## config.mk

```make
export PLATFORM = sky130hd
export DESIGN_NAME = alu_issue_wb
export DESIGN_NICKNAME = d
export VERILOG_FILES = /design/src/rtl/alu_issue_wb.sv
export SDC_FILE = /design/constraint.sdc
export NUM_CORES = 1
export LEC_CHECK = 0
export BUFFER_PORTS_ARGS = -buffer_cell sky130_fd_sc_hd__buf_2
export CAP_MARGIN = 20
export CELL_PAD_IN_SITES_DETAIL_PLACEMENT = 2
export CELL_PAD_IN_SITES_GLOBAL_PLACEMENT = 2
export CORE_MARGIN = 10
export CORE_UTILIZATION = 37
export CTS_BUF_LIST = sky130_fd_sc_hd__clkbuf_4
export DETAILED_ROUTE_END_ITERATION = 8
export PLACE_DENSITY_LB_ADDON = 0.05
export SLEW_MARGIN = 10
export SYNTH_ARGS = -nofsm -noshare
export SYNTH_HDL_FRONTEND = slang
export SYNTH_SLANG_ARGS = --single-unit
```

## constraint.sdc

```tcl
create_clock -name clk -period 5.1 [get_ports clk]
set_input_delay 0.765 -clock clk [delete_from_list [all_inputs] [get_ports clk]]
set_output_delay 0.765 -clock clk [all_outputs]
set_load 0.02 [all_outputs]
```

## src/rtl/alu_issue_wb.sv

```systemverilog
// Operand-fetch / write-back stage wrapped around a combinational ALU.
// One instruction at a time: IDLE accepts and reads operands, EXEC drives the
// ALU and captures its result, WB pulses wb_valid and commits to the regfile.
module alu_issue_wb #(
  parameter int unsigned data_width = 16,
  parameter int unsigned num_regs   = 4,
  localparam int unsigned AddrW     = (num_regs > 1) ? $clog2(num_regs) : 1
) (
  input  logic                  clk,
  input  logic                  reset,
  input  logic                  in_valid,
  output logic                  in_ready,
  input  logic [3:0]            in_func,
  input  logic [AddrW-1:0]      in_rd,
  input  logic [AddrW-1:0]      in_rs1,
  input  logic [AddrW-1:0]      in_rs2,
  output logic [data_width-1:0] alu_A,
  output logic [data_width-1:0] alu_B,
  output logic [3:0]            alu_FuncCode,
  input  logic [data_width-1:0] alu_C,
  input  logic                  alu_OverflowFlag,
  output logic                  wb_valid,
  output logic [AddrW-1:0]      wb_rd,
  output logic [data_width-1:0] wb_data,
  output logic                  wb_overflow,
  output logic                  sticky_ovf,
  input  logic                  clr_ovf,
  input  logic                  ext_we,
  input  logic [AddrW-1:0]      ext_addr,
  input  logic [data_width-1:0] ext_data,
  input  logic [AddrW-1:0]      dbg_addr,
  output logic [data_width-1:0] dbg_data
);

  typedef enum logic [1:0] {StIdle, StExec, StWb} state_e;

  state_e                state_q, state_d;
  logic [data_width-1:0] regs_q [num_regs];
  logic [data_width-1:0] a_q, b_q, res_q;
  logic [3:0]            func_q;
  logic [AddrW-1:0]      rd_q;
  logic                  ovf_q;
  logic                  sticky_q;

  logic                  accept;
  logic [data_width-1:0] rs1_val, rs2_val;

  // r0 is hardwired to zero on every read path.
  always_comb begin
    rs1_val  = (in_rs1 == '0) ? '0 : regs_q[in_rs1];
    rs2_val  = (in_rs2 == '0) ? '0 : regs_q[in_rs2];
    dbg_data = (dbg_addr == '0) ? '0 : regs_q[dbg_addr];
  end

  // Next-state logic and handshake/write-back outputs.
  always_comb begin
    state_d     = state_q;
    in_ready    = 1'b0;
    wb_valid    = 1'b0;
    wb_rd       = '0;
    wb_data     = '0;
    wb_overflow = 1'b0;
    case (state_q)
      StIdle: begin
        in_ready = ~reset;
        if (in_valid && !reset) state_d = StExec;
      end
      StExec: state_d = StWb;
      StWb: begin
        wb_valid    = 1'b1;
        wb_rd       = rd_q;
        wb_data     = res_q;
        wb_overflow = ovf_q;
        state_d     = StIdle;
      end
      default: state_d = StIdle;
    endcase
  end

  assign accept       = in_valid && in_ready;
  assign alu_A        = a_q;
  assign alu_B        = b_q;
  assign alu_FuncCode = func_q;
  assign sticky_ovf   = sticky_q;

  // State register.
  always_ff @(posedge clk) begin
    if (reset) state_q <= StIdle;
    else       state_q <= state_d;
  end

  // Operand and result latches; ALU inputs hold their value outside EXEC.
  always_ff @(posedge clk) begin
    if (reset) begin
      a_q    <= '0;
      b_q    <= '0;
      func_q <= '0;
      rd_q   <= '0;
      res_q  <= '0;
      ovf_q  <= 1'b0;
    end else begin
      if (accept) begin
        a_q    <= rs1_val;
        b_q    <= rs2_val;
        func_q <= in_func;
        rd_q   <= in_rd;
      end
      if (state_q == StExec) begin
        res_q <= alu_C;
        ovf_q <= alu_OverflowFlag;
      end
    end
  end

  // Register file: write-back in WB, external preload only while idle.
  always_ff @(posedge clk) begin
    if (reset) begin
      for (int i = 0; i < int'(num_regs); i++) regs_q[i] <= '0;
    end else if (state_q == StWb) begin
      if (rd_q != '0) regs_q[rd_q] <= res_q;
    end else if (state_q == StIdle && ext_we) begin
      if (ext_addr != '0) regs_q[ext_addr] <= ext_data;
    end
  end

  // Sticky overflow; a set in the same cycle as a clear wins.
  always_ff @(posedge clk) begin
    if (reset)                          sticky_q <= 1'b0;
    else if (state_q == StWb && ovf_q)  sticky_q <= 1'b1;
    else if (clr_ovf)                   sticky_q <= 1'b0;
  end

endmodule

```

### Word-level counts from Yosys, hierarchy flattened

Memory sizes are Yosys's and may differ from the RTL's.
Cells that the tools add are included.

* register bits: 58
* bits in writable memories: 64
* bits of input ports: 52
* output and inout port bits: 74
* memories kept: 1

Memory list
* regs_q: depth 4, bits a word 16, rd ports 3, clocked after Yosys merged registers in 0, write ports 4, RTL line 38 `logic [data_width-1:0] regs_q [num_regs];`

* equality and inequality tests: 3
* muxes and demuxes: 29
* bitwise operators: 1
* reductions and logical operators: 14

Operators with widths (number)
* $mux 16: 6
* $reduce_or 16->1: 2
* $mux 1: 18
* $logic_not 2->1: 4
* $mux 2: 4
* $reduce_bool 2->1: 3
* $logic_and 1x1->1: 4
* $pmux 2 s2: 1
* $eq 2x1->1 const B: 1
* $eq 2x2->1 const B: 1
* $ne 2x2->1 const B: 1
* $logic_not 1->1: 1
* $not 1->1: 1

### Depth between registers and ports, before layout

Gate-level depths: netlist of the first run.

* depth after elaboration: 8
* gate-level depth with buffers: 6

### Worst setup path before layout of the first run

OpenSTA, ideal clock, no wires.

* path kind: input-to-output
* start: input port dbg_addr[1]
* end: output port dbg_data[14]
* arrival: 1.927 ns
* path slack: 2.408 ns
* cell stages on the path: 5
* buffers on the path: 2
* path through: buf_2 > buf_1 > mux2_2 > nand2_1 > o21ai_0

* word-level cells in the longest chain between the ends: 2
* elaborated cells on any way between the ends: 3
* those cells by class: mux (1); reduce/logical (1); memory (1)

RTL lines
* from (decl): RTL line 31 `input logic [AddrW-1:0] dbg_addr,`
* $mem_v2 4x16 or $logic_not 2->1 (tied branches)
* $mux 16 (*): RTL line 52 `dbg_data = (dbg_addr == '0) ? '0 : regs_q[dbg_addr];`
* to (decl): RTL line 32 `output logic [data_width-1:0] dbg_data`

Every way passes the cells marked *; elsewhere a longest branch is shown, timed or not.

### Final worst setup path of the first run

* start: input port dbg_addr[1]
* end: output port dbg_data[8]

Same word-level chain as after synthesis.

==> summary.md, run 1 <==
| Metric | Value |
|---|---|
| Initial Utilization | `38.0%` |
| Syn Nets | `529` |
| TritonCTS buffer count | `9` |
| Post-detail-place hpwl | `12500 um` |
| Worst hold slack | `0.469 ns` |
| CTS HTree Levels | `3` |
| Wl on met1 | `7610 um` |
| Critical path type | `in2out` |
| Via total after detailed routing | `4102` |
| Synth Cell Area | `5050 um^2` |
| Multi-input gate area | `2250 um^2` |
| Adder-Cell Fraction of Synth Area | `0%` |
| Initial antenna violation count | `1` |
| Library cells used by synthesis | `34` |
| Synth Area in XOR/XNOR | `0%` |
| Synth Area in Compound Gates | `20.0%` |
| Final setup viols | `0` |
| Avg Inst Size Synth | `10.6 um^2` |
| Seq cells post-synth | `106` |
| Top post-synthesis cells by area | `edfxtp_1 (29%), dfxtp_1 (23%), mux2_2 (10%)` |
| Post-synthesis sequential area ratio | `51.5%` |
| Gr ovfl total | `0` |
| Core area | `approximately 13000 um^2` |
| CP arrival | `2.25 ns` |
| CTS tree | `yes` |
| Setup crit end kind | `output pin` |
| Reg clk slew, reported paths | `0.16 ns` |
| RSZ-0062 raised after global routing | `no` |
| Vias per inst | `~5.4` |
| Area Growth Syn to Fin | `17.1%` |
| Slew of the pin with the lowest slew margin | `0.740 ns` |
| Vias in the first global route | `4443` |
| Setup TNS | `0 ns` |
| GP Congestion | `0.793` |
| Final hold vios | `0` |
| Die X | `137 um` |
| Clock Root Buffer | `clkbuf_4` |
| Largest net degree at the start of global routing | `40` |
| Max Clk Rate | `approximately 330 MHz` |
| Number of I/O pins | `126` |
| Post-CTS Resized | `0` |
| I/O Buffers | `125` |
| Max clock buf depth | `2` |
| Top-area cell type share of the netlist area | `28.5%` |
| Outcome | `finished clean` |
| Period utilization | `59.0%` |
| Clock Skew | `0.0212 ns` |
| Starting DRT DRC Count | `189` |
| Synth warn | `0` |
| Layout cells sized above 1 | `35.2%` |
| Synth Instances | `around 480` |
| Worst-skew pair later-pin latency | `~0.49 ns` |
| Hold WC Path Type | `reg2reg` |
| Most common library cell in the layout ignoring fill and taps | `buf_2` |
| Required @ worst endpoint | `4.34 ns` |
| Power per cell area | `292 nW/um^2` |
| Global-route wire length before repair | `25900 um` |
| Met2 routed WL | `between 7000 and 8000 um` |
| Cell taking the most area after synthesis | `edfxtp_1` |
| Clk sink count | `~110` |
| Setup Fix Bufs, Post-CTS | `0` |
| Most frequent cells in the layout | `buf_2 (125), nand2_1 (66), dfxtp_1 (58)` |
| Die Span Y | `137 um` |
| Routed wire per std cell | `21.6 um` |
| Mux cell area share after synthesis | `10.7%` |
| Wirelength, routed | `16300 um` |
| MaxCap Viol Count | `0` |
| Post-Synth Simple-Gate Area | `13.5%` |
| Rows | `42` |
| DR WL met3 | `roughly 950 um` |
| Die area | `18700 um^2` |
| Top Layer Used | `met5` |
| Slew HR | `50.5%` |
| Largest family of logic cells by synthesized area | `compound AO/OA/AOI/OAI gates` |
| DR pass1 iterations | `5` |
| Register area | `2600 um^2` |
| DRC viols | `0` |
| Nets@finish | `627` |
| ANT nets after route | `0` |
| Lkg Pwr | `0.00242 uW` |
| Tmin final | `3.01 ns` |
| Maximum vdd drop | `approximately 0.00011 V` |
| Type of origin of the critical path | `input port` |
| Hold-fix buffers, CTS | `0` |
| Fin. max-slew vios | `0` |
| Fillers | `1442` |
| Crit Path Max Fanout | `18` |
| Global-route usage over all layers | `between 15 and 20%` |
worst paths after layout:
check                     startpoint                      to  slack (ns)  cells after the start
max reg2reg  state_q[0]$_SDFFE_PP0P_  regs_q[3][0]$_DFFE_PP_        2.53                      4
max                      dbg_addr[1]             dbg_data[8]        2.09                      4
min               ovf_q$_SDFFE_PP0N_      ovf_q$_SDFFE_PP0N_        0.47                      2
min reg2reg       ovf_q$_SDFFE_PP0N_      ovf_q$_SDFFE_PP0N_        0.47                      2
power breakdown:
part | internal (uW) | switching [uW] | leakage (uW)
clock | 198 | 294 | 0.0000800
combinational | 100 | 162 | 0.00137
sequential | 935 | 36.9 | 0.000969
layer usage:
layer  GRT usage [%]  vias to the layer above
li1                -                     1978
met1            23.2                     1990
met2            27.8                      114
met3            4.33                       18
met4            5.91                        2
met5               0                        -
cells by family after synthesis:
group | Yosys count
muxes | 48
DFF | 106
AOI/OAI and AO/OA | 140
and+or+nand+nor | 135
buffers and inverters | 48
worst max-delay path: stages:
cell,delay (ns)
buf_2,0.33
nor2b_2,0.70
a22o_1,0.26
buf_2,0.17
cells in the mapped netlist (all sizes together):
| master | n |
|---|---|
| nand2 | 66 |
| dfxtp | 58 |
| a21oi | 56 |
| edfxtp | 48 |
| mux2 | 48 |
| a22oi | 32 |
| o2bb2ai | 32 |
| clkbuf | 23 |
| buf | 21 |
| and2 | 19 |
| nand3 | 16 |
| nand4 | 16 |
| a22o | 15 |
| nor2b | 8 |
| inv | 4 |
| a32oi | 2 |
| nor2 | 2 |
| or2 | 2 |
| a221o | 1 |
| and3 | 1 |
| nand2b | 1 |
| nor3 | 1 |
| nor3b | 1 |
| nor4b | 1 |
| o21a | 1 |
| o21ai | 1 |
| or4b | 1 |
cell type report:
cell class                      count  share of cell area (%)
Multi-Input combinational cell    323                    38.0
Sequential cell                   106                    44.0
Antenna cell                        1                  0.0423
Clock inverter                      7                    1.56
Tap cell                          176                    3.72
Timing Repair Buffer              131                    11.3
Clock buffer                        9                    1.14
Inverter                            4                   0.254
flip-flops by register name (all words and copies together) (netlist names):
name	flops
alu_A	16
alu_B	16
alu_FuncCode	4
ovf_q	1
rd_q	2
regs_q	48
res_q	16
state_q	2
sticky_ovf	1
metrics by stage:
step	setup slack (ns)	area (um^2)	util, %	instances	power (uW)
3_3_place_gp	1.84	5730	43.1	738	1240
6_report	2.09	5920	44.5	757	1730
4_1_cts	1.72	5910	44.4	756	1740
5_1_grt	2.01	5920	44.5	756	1810
3_5_place_dp	1.72	5750	43.2	740	1250
2_1_floorplan	2.41	5050	-	477	1150
Note: power is estimated with default switching activity, not from simulation.
==> run 2: changes to the inputs <==
--- a/config.mk
+++ b/config.mk
@@ -5,12 +5,13 @@
 export SDC_FILE = /design/constraint.sdc
 export NUM_CORES = 1
 export LEC_CHECK = 0
+export ABC_AREA = 1
 export BUFFER_PORTS_ARGS = -buffer_cell sky130_fd_sc_hd__buf_2
 export CAP_MARGIN = 20
 export CELL_PAD_IN_SITES_DETAIL_PLACEMENT = 2
 export CELL_PAD_IN_SITES_GLOBAL_PLACEMENT = 2
 export CORE_MARGIN = 10
-export CORE_UTILIZATION = 37
+export CORE_UTILIZATION = 29
 export CTS_BUF_LIST = sky130_fd_sc_hd__clkbuf_4
 export DETAILED_ROUTE_END_ITERATION = 8
 export PLACE_DENSITY_LB_ADDON = 0.05
==> constraint.sdc (replaced) <==
create_clock -name clk -period 2.4 [get_ports clk]
set_input_delay 0.36 -clock clk [delete_from_list [all_inputs] [get_ports clk]]
set_output_delay 0.36 -clock clk [all_outputs]
set_load 0.02 [all_outputs]
==> summary.md, run 2 <==
| Metric | Value |
|---|---|
| Outcome | `finished clean` |
| Cell depth of the worst flop-to-flop path | `8` |
| Lkg Pwr | `around 0.0038 uW` |
| Top-area cell type share of the netlist area | `29.7%` |
| Reg-to-Reg End | `regs_q[3][9]$_DFFE_PP_` |
| Max clock buf depth | `2` |
| Vias in the first global route | `around 6500` |
| Max reg flops | `64` |
| Max Clk Rate | `468 MHz` |
| Worst-skew pair later-pin latency | `0.56 ns` |
| Register area | `just over 3000 um^2` |
| Clock Root Buffer | `clkbuf_4` |
| Tmin final | `2.14 ns` |
| Clk sink count | `122` |
| Die Span Y | `169 um` |
| Worst reg2reg path startpoint | `state_q[1]$_SDFFE_PP0P_` |
| Routed wire per std cell | `17.3 um` |
| Setup crit end kind | `output pin` |
| Initial Utilization | `29.5%` |
| Crit path from | `state_q[1]$_SDFFE_PP0P_` |
| DR pass1 iterations | `5` |
| Multi-input gate area | `roughly 2700 um^2` |
| Area Growth Syn to Fin | `18.9%` |
| I/O Buffers | `125` |
| Post-synthesis sequential area ratio | `47.7%` |
| TritonCTS buffer count | `17` |
| Hold wc startpoint | `in_func[0]` |
| Required @ worst endpoint | `2.04 ns` |
| Wirelength, routed | `22700 um` |
| Vias per inst | `4.63` |
| Most numerous cell in the Yosys netlist | `nand2_1` |
| Cell taking the most area after synthesis | `edfxtp_1` |
| Power per cell area | `616 nW/um^2` |
| Switching fraction of total power | `32.5%` |
| Starting DRT DRC Count | `roughly 260` |
| Most common library cell in the layout ignoring fill and taps | `nand2_1` |
| Final hold vios | `0` |
| MaxCap Viol Count | `0` |
| Post-detail-place hpwl | `between 15000 and 20000 um` |
| Crit Path Max Fanout | `18` |
| Hold WC Path Type | `in2reg` |
| Global-route usage over all layers | `15.9%` |
| Setup TNS | `0 ns` |
| Nets@finish | `between 1000 and 1500` |
| Largest net degree at the start of global routing | `51` |
| Top_reg_cell synth | `edfxtp_1` |
| GP Congestion | `0.796` |
| Hold path depth | `3` |
| Final core utilization | `35.1%` |
| Via total after detailed routing | `6060` |
| Synth warn | `0` |
| Slack of the worst reg-to-reg path | `0.55 ns` |
| Switch Pwr | `1540 uW` |
| Period utilization | `89.1%` |
| Top post-synthesis cells by area | `edfxtp_1 (30%), dfxtp_1 (18%), nand2_1 (16%)` |
| Layout cells sized above 1 | `19.8%` |
| Die area | `28700 um^2` |
| Type of origin of the critical path | `register` |
| Number of I/O pins | `around 130` |
| Setup Fix Bufs, Post-CTS | `0` |
| Synth Cell Area | `6470 um^2` |
| Gr ovfl total | `0` |
| Slew HR | `46.7%` |
| ANT nets after route | `0` |
| Core area | `21900 um^2` |
| Final setup viols | `0` |
| Reg power frac | `50.7%` |
| Die X | `169 um` |
| Seq cells post-synth | `122` |
| CTS HTree Levels | `4` |
| Slew of the pin with the lowest slew margin | `between 0.7 and 0.8 ns` |
| Power Total | `4740 uW` |
| Global-route wire length before repair | `about 37000 um` |
| Reg clk slew, reported paths | `0.13 ns` |
| Clock network power share | `31.8%` |
| Critical path type | `reg2out` |
| Most frequent cells in the layout | `nand2_1 (283), inv_1 (126), buf_2 (125)` |
| Clock Skew | `0.0243 ns` |
| CP arrival | `1.78 ns` |
| Gate power share | `roughly 18%` |
| Async S/R FF share, synth | `0%` |
| Top reg by flops | `regs_q` |
| P_int | `3200 uW` |
| DRC viols | `0` |
| Synth Instances | `just under 900` |
| Fin. max-slew vios | `0` |
| Rows | `54` |
| CTS tree | `yes` |
| Initial antenna violation count | `1` |
| Maximum vdd drop | `0.000220 V` |
| RSZ-0062 raised after global routing | `no` |
| Worst Hold End | `alu_FuncCode[0]$_SDFFE_PP0P_` |
| Library cells used by synthesis | `26` |
| EDFF count, synth | `64` |
| Avg Inst Size Synth | `7.28 um^2` |
| Leading post-synthesis cells by instance count | `nand2_1 (283), inv_1 (126), a21oi_1 (100)` |
| Fillers | `2702` |
==> run 2: cell types whose count changed after synthesis, sizes merged, moves of 15 or more <==
cell	delta
nand2	+232
inv	+124
nor2	+38
nand3	+72
o21ai	+54
a21oi	+44
o2bb2ai	-32
edfxtp	+16
mux2	-48
nand4	-15
and2	-19
a22o	-15
a22oi	-32
==> run 2: critical path, stage by stage, from the launching register on <==
cell and delay (ns):
dfxtp_1 0.38, inv_2 0.08, nor2_4 0.18, clkinv_2 0.24
nor2_1 0.15, buf_2 0.18
==> run 2: per-stage QoR <==
| step | instances | hold slack (ns) | setup slack (ns) | cell area (um^2) |
|---|---|---|---|---|
| CTS | 1308 | 0.0221 | 0.183 | 7690 |
| global route | 1309 | 0.0315 | 0.0653 | 7690 |
| floorplan | 903 | 0.444 | 0.345 | 6530 |
| detailed placement | 1276 | 0.458 | 0.398 | 7410 |
| finish | 1309 | 0.0528 | 0.262 | 7690 |
| global placement | 1276 | 0.449 | 0.425 | 7410 |
==> run 2: power groups by stage <==
| stage | Sequential [uW] | Clock [uW] | Combinational, uW |
|---|---|---|---|
| 3_3_place_gp | 2450 | 0 | 831 |
| 6_report | 2400 | 1510 | 831 |
| 2_1_floorplan | 2450 | 0 | 513 |
| 5_1_grt | 2420 | 1670 | 943 |
| 4_1_cts | 2400 | 1570 | 850 |
| 3_5_place_dp | 2450 | 0 | 846 |
==> run 2: per-layer routing <==
metal | GRT usage, % | routed length [um]
met1 | 21.7 | 11300
met2 | 24.4 | 9870
met5 | 0 | 0
met4 | 4.65 | 399
met3 | 4.15 | 1140
==> run 2: cells by family after synthesis <==
family	after synthesis	share of synthesized area (%)
AO/OA/AOI/OAI	155	12.0
buffers and inverters	183	11.6
flip-flops	122	47.7
other	1	0.0580
AND/OR/NAND/NOR	427	28.7
==> run 2: worst max-delay path by stage <==
| stage | cells past startpoint | to |
|---|---|---|
| 6_report | 5 | wb_data[6] |
| 5_1_grt | 5 | wb_data[6] |
| 4_1_cts | 5 | wb_data[6] |
| 3_5_place_dp | 5 | dbg_data[4] |
| 3_3_place_gp | 5 | dbg_data[15] |
| 2_1_floorplan | 7 | regs_q[3][0]$_DFFE_PP_ |
==> run 2: area by class of cell <==
| class | count | area share [%] |
|---|---|---|
| Clock inverter | 15 | 1.95 |
| Multi-Input combinational cell | 598 | 35.0 |
| Sequential cell | 122 | 40.1 |
| Tap cell | 280 | 4.56 |
| Antenna cell | 1 | 0.0325 |
| Timing Repair Buffer | 146 | 10.3 |
| Clock buffer | 17 | 1.66 |
| Inverter | 130 | 6.36 |
==> run 2: what timing repair did <==
item,4_1_cts,5_1_grt
gates resized for setup,1,0
hold buffers,0,0
setup endpoints to repair,18,0
==> run 3: changes to the inputs <==
--- a/config.mk
+++ b/config.mk
@@ -14,7 +14,8 @@
 export CORE_UTILIZATION = 29
 export CTS_BUF_LIST = sky130_fd_sc_hd__clkbuf_4
 export DETAILED_ROUTE_END_ITERATION = 8
-export PLACE_DENSITY_LB_ADDON = 0.05
+export HOLD_SLACK_MARGIN = 0.02
+export PLACE_DENSITY_LB_ADDON = 0.1
 export SLEW_MARGIN = 10
 export SYNTH_ARGS = -nofsm -noshare
 export SYNTH_HDL_FRONTEND = slang
==> summary.md, run 3 (synthesized netlist as in run 2, its figures left out) <==
| Metric | Value |
|---|---|
| Largest net degree at the start of global routing | `51` |
| Core area | `21900 um^2` |
| Max Clk Rate | `459 MHz` |
| Type of origin of the critical path | `register` |
| Power Total | `4730 uW` |
| Final hold vios | `0` |
| Period utilization | `90.9%` |
| Initial antenna violation count | `2` |
| Slew HR | `56.4%` |
| Final Non-Filler Cells | `1311` |
| Global-route wire length before repair | `roughly 37000 um` |
| Number of I/O pins | `126` |
| TritonCTS buffer count | `17` |
| Fin. max-slew vios | `0` |
| Most common library cell in the layout ignoring fill and taps | `nand2_1` |
| Rows | `54` |
| Outcome | `finished clean` |
| Slew of the pin with the lowest slew margin | `approximately 0.65 ns` |
| Gr ovfl total | `0` |
| Final core utilization | `35.2%` |
| Placed Cells incl. Taps | `1273` |
| I/O Buffers | `125` |
| CTS HTree Levels | `4` |
| Crit Path Max Fanout | `18` |
| Via total after detailed routing | `6036` |
| Initial Utilization | `29.5%` |
| Post-detail-place hpwl | `17200 um` |
| DR pass1 iterations | `6` |
| Critical path type | `reg2out` |
| Max reg flops | `64` |
| Setup crit end kind | `output pin` |
| Final setup viols | `0` |
| Max clock buf depth | `2` |
| Setup Fix Bufs, Post-CTS | `0` |
| Clk sink count | `around 120` |
| Maximum vdd drop | `0.000203 V` |
| Layout cells sized above 1 | `between 10% and 20%` |
| Area Growth Syn to Fin | `19.1%` |
| GP Congestion | `0.755` |
| Top reg by flops | `regs_q` |
| Tmin final | `about 2.2 ns` |
| Die Span Y | `about 170 um` |
| Worst-skew pair later-pin latency | `0.55 ns` |
| RSZ-0062 raised after global routing | `no` |
| Reg clk slew, reported paths | `approximately 0.13 ns` |
| Most frequent cells in the layout | `nand2_1 (283), inv_1 (126), buf_2 (125)` |
| CTS tree | `yes` |
| Wirelength, routed | `around 23000 um` |
| Die area | `28700 um^2` |
| Vias in the first global route | `6681` |
| Nets@finish | `around 1100` |
| MaxCap Viol Count | `0` |
| Die X | `169 um` |
| Starting DRT DRC Count | `around 270` |
| DRC viols | `0` |
| Setup TNS | `0 ns` |
| Clock Root Buffer | `clkbuf_4` |
| Post-route cell area | `just under 8000 um^2` |
| Required @ worst endpoint | `2.04 ns` |
| Power per cell area | `614 nW/um^2` |
| Hold WC Path Type | `in2reg` |
| Post-place instance area | `roughly 7400 um^2` |
| Global-route usage over all layers | `~16%` |
| Clock Skew | `0.0240 ns` |
| Routed wire per std cell | `~17 um` |
| ANT nets after route | `0` |
| Vias per inst | `4.60` |
| Lkg Pwr | `0.00385 uW` |
| CP arrival | `between 1.5 and 2 ns` |
run 3: routing by layer:
metal  up-vias  track usage, %  wire length, um  part of all wire, %
li1       3056               -                -                    -
met1      2818            22.1            11400                   50
met2       141            24.5             9700                   43
met3        19            4.52             1360                  6.0
met4         2            3.83              223                 0.98
met5         -               0               13                0.057
run 3: path summary, 6_finish.rpt:
check / startpoint / endpoint / slack (ns) / depth (start not counted)
worst min-delay path: alu_C[15] / res_q[15]$_SDFFE_PP0N_ / 0.09 / 3
worst max-delay path: state_q[1]$_SDFFE_PP0P_ / wb_rd[0] / 0.22 / 5
worst max register to register: state_q[1]$_SDFFE_PP0P_ / regs_q[3][11]$_DFFE_PP_ / 0.52 / 8
worst min register to register: alu_A[9]$_SDFFE_PP0P_ / alu_A[9]$_SDFFE_PP0P_ / 0.47 / 2
run 3: critical path, stage by stage (launching register included):
cell and delay [ns]:
dfxtp_1 0.39, inv_2 0.08, nor2_4 0.20, clkinv_2 0.25
nor2_1 0.17, buf_2 0.19
run 3: what timing repair did:
item                       4_1_cts  5_1_grt
hold endpoints to repair         5        0
resized for setup                1        0
setup endpoints to repair       18        0
hold buffers                     5        0
run 3: power breakdown:
part | leakage [uW] | total (uW) | switching [uW] | internal [uW]
sequential | 0.00113 | 2400 | 68.7 | 2330
clock | 0.000149 | 1500 | 887 | 616
combinational | 0.00257 | 829 | 579 | 250
run 3: cell type report:
type / count / area [um^2]
inverters: 130 / 489
repair buffers: 148 / 811
clock buffers: 17 / 128
diodes: 1 / 2.50
multi-input cells: 598 / 2690
clock inverters: 15 / 148
flip-flops and latches: 122 / 3080
fillers: 2697 / 14200
well taps: 280 / 350
run 3: per-stage QoR:
step                      setup WS [ns]  hold slack [ns]
final                             0.219           0.0912
after global placement            0.438            0.451
after global routing            0.00670           0.0507
after CTS                         0.123           0.0226
after floorplan                   0.345            0.444
after detailed placement          0.431            0.456
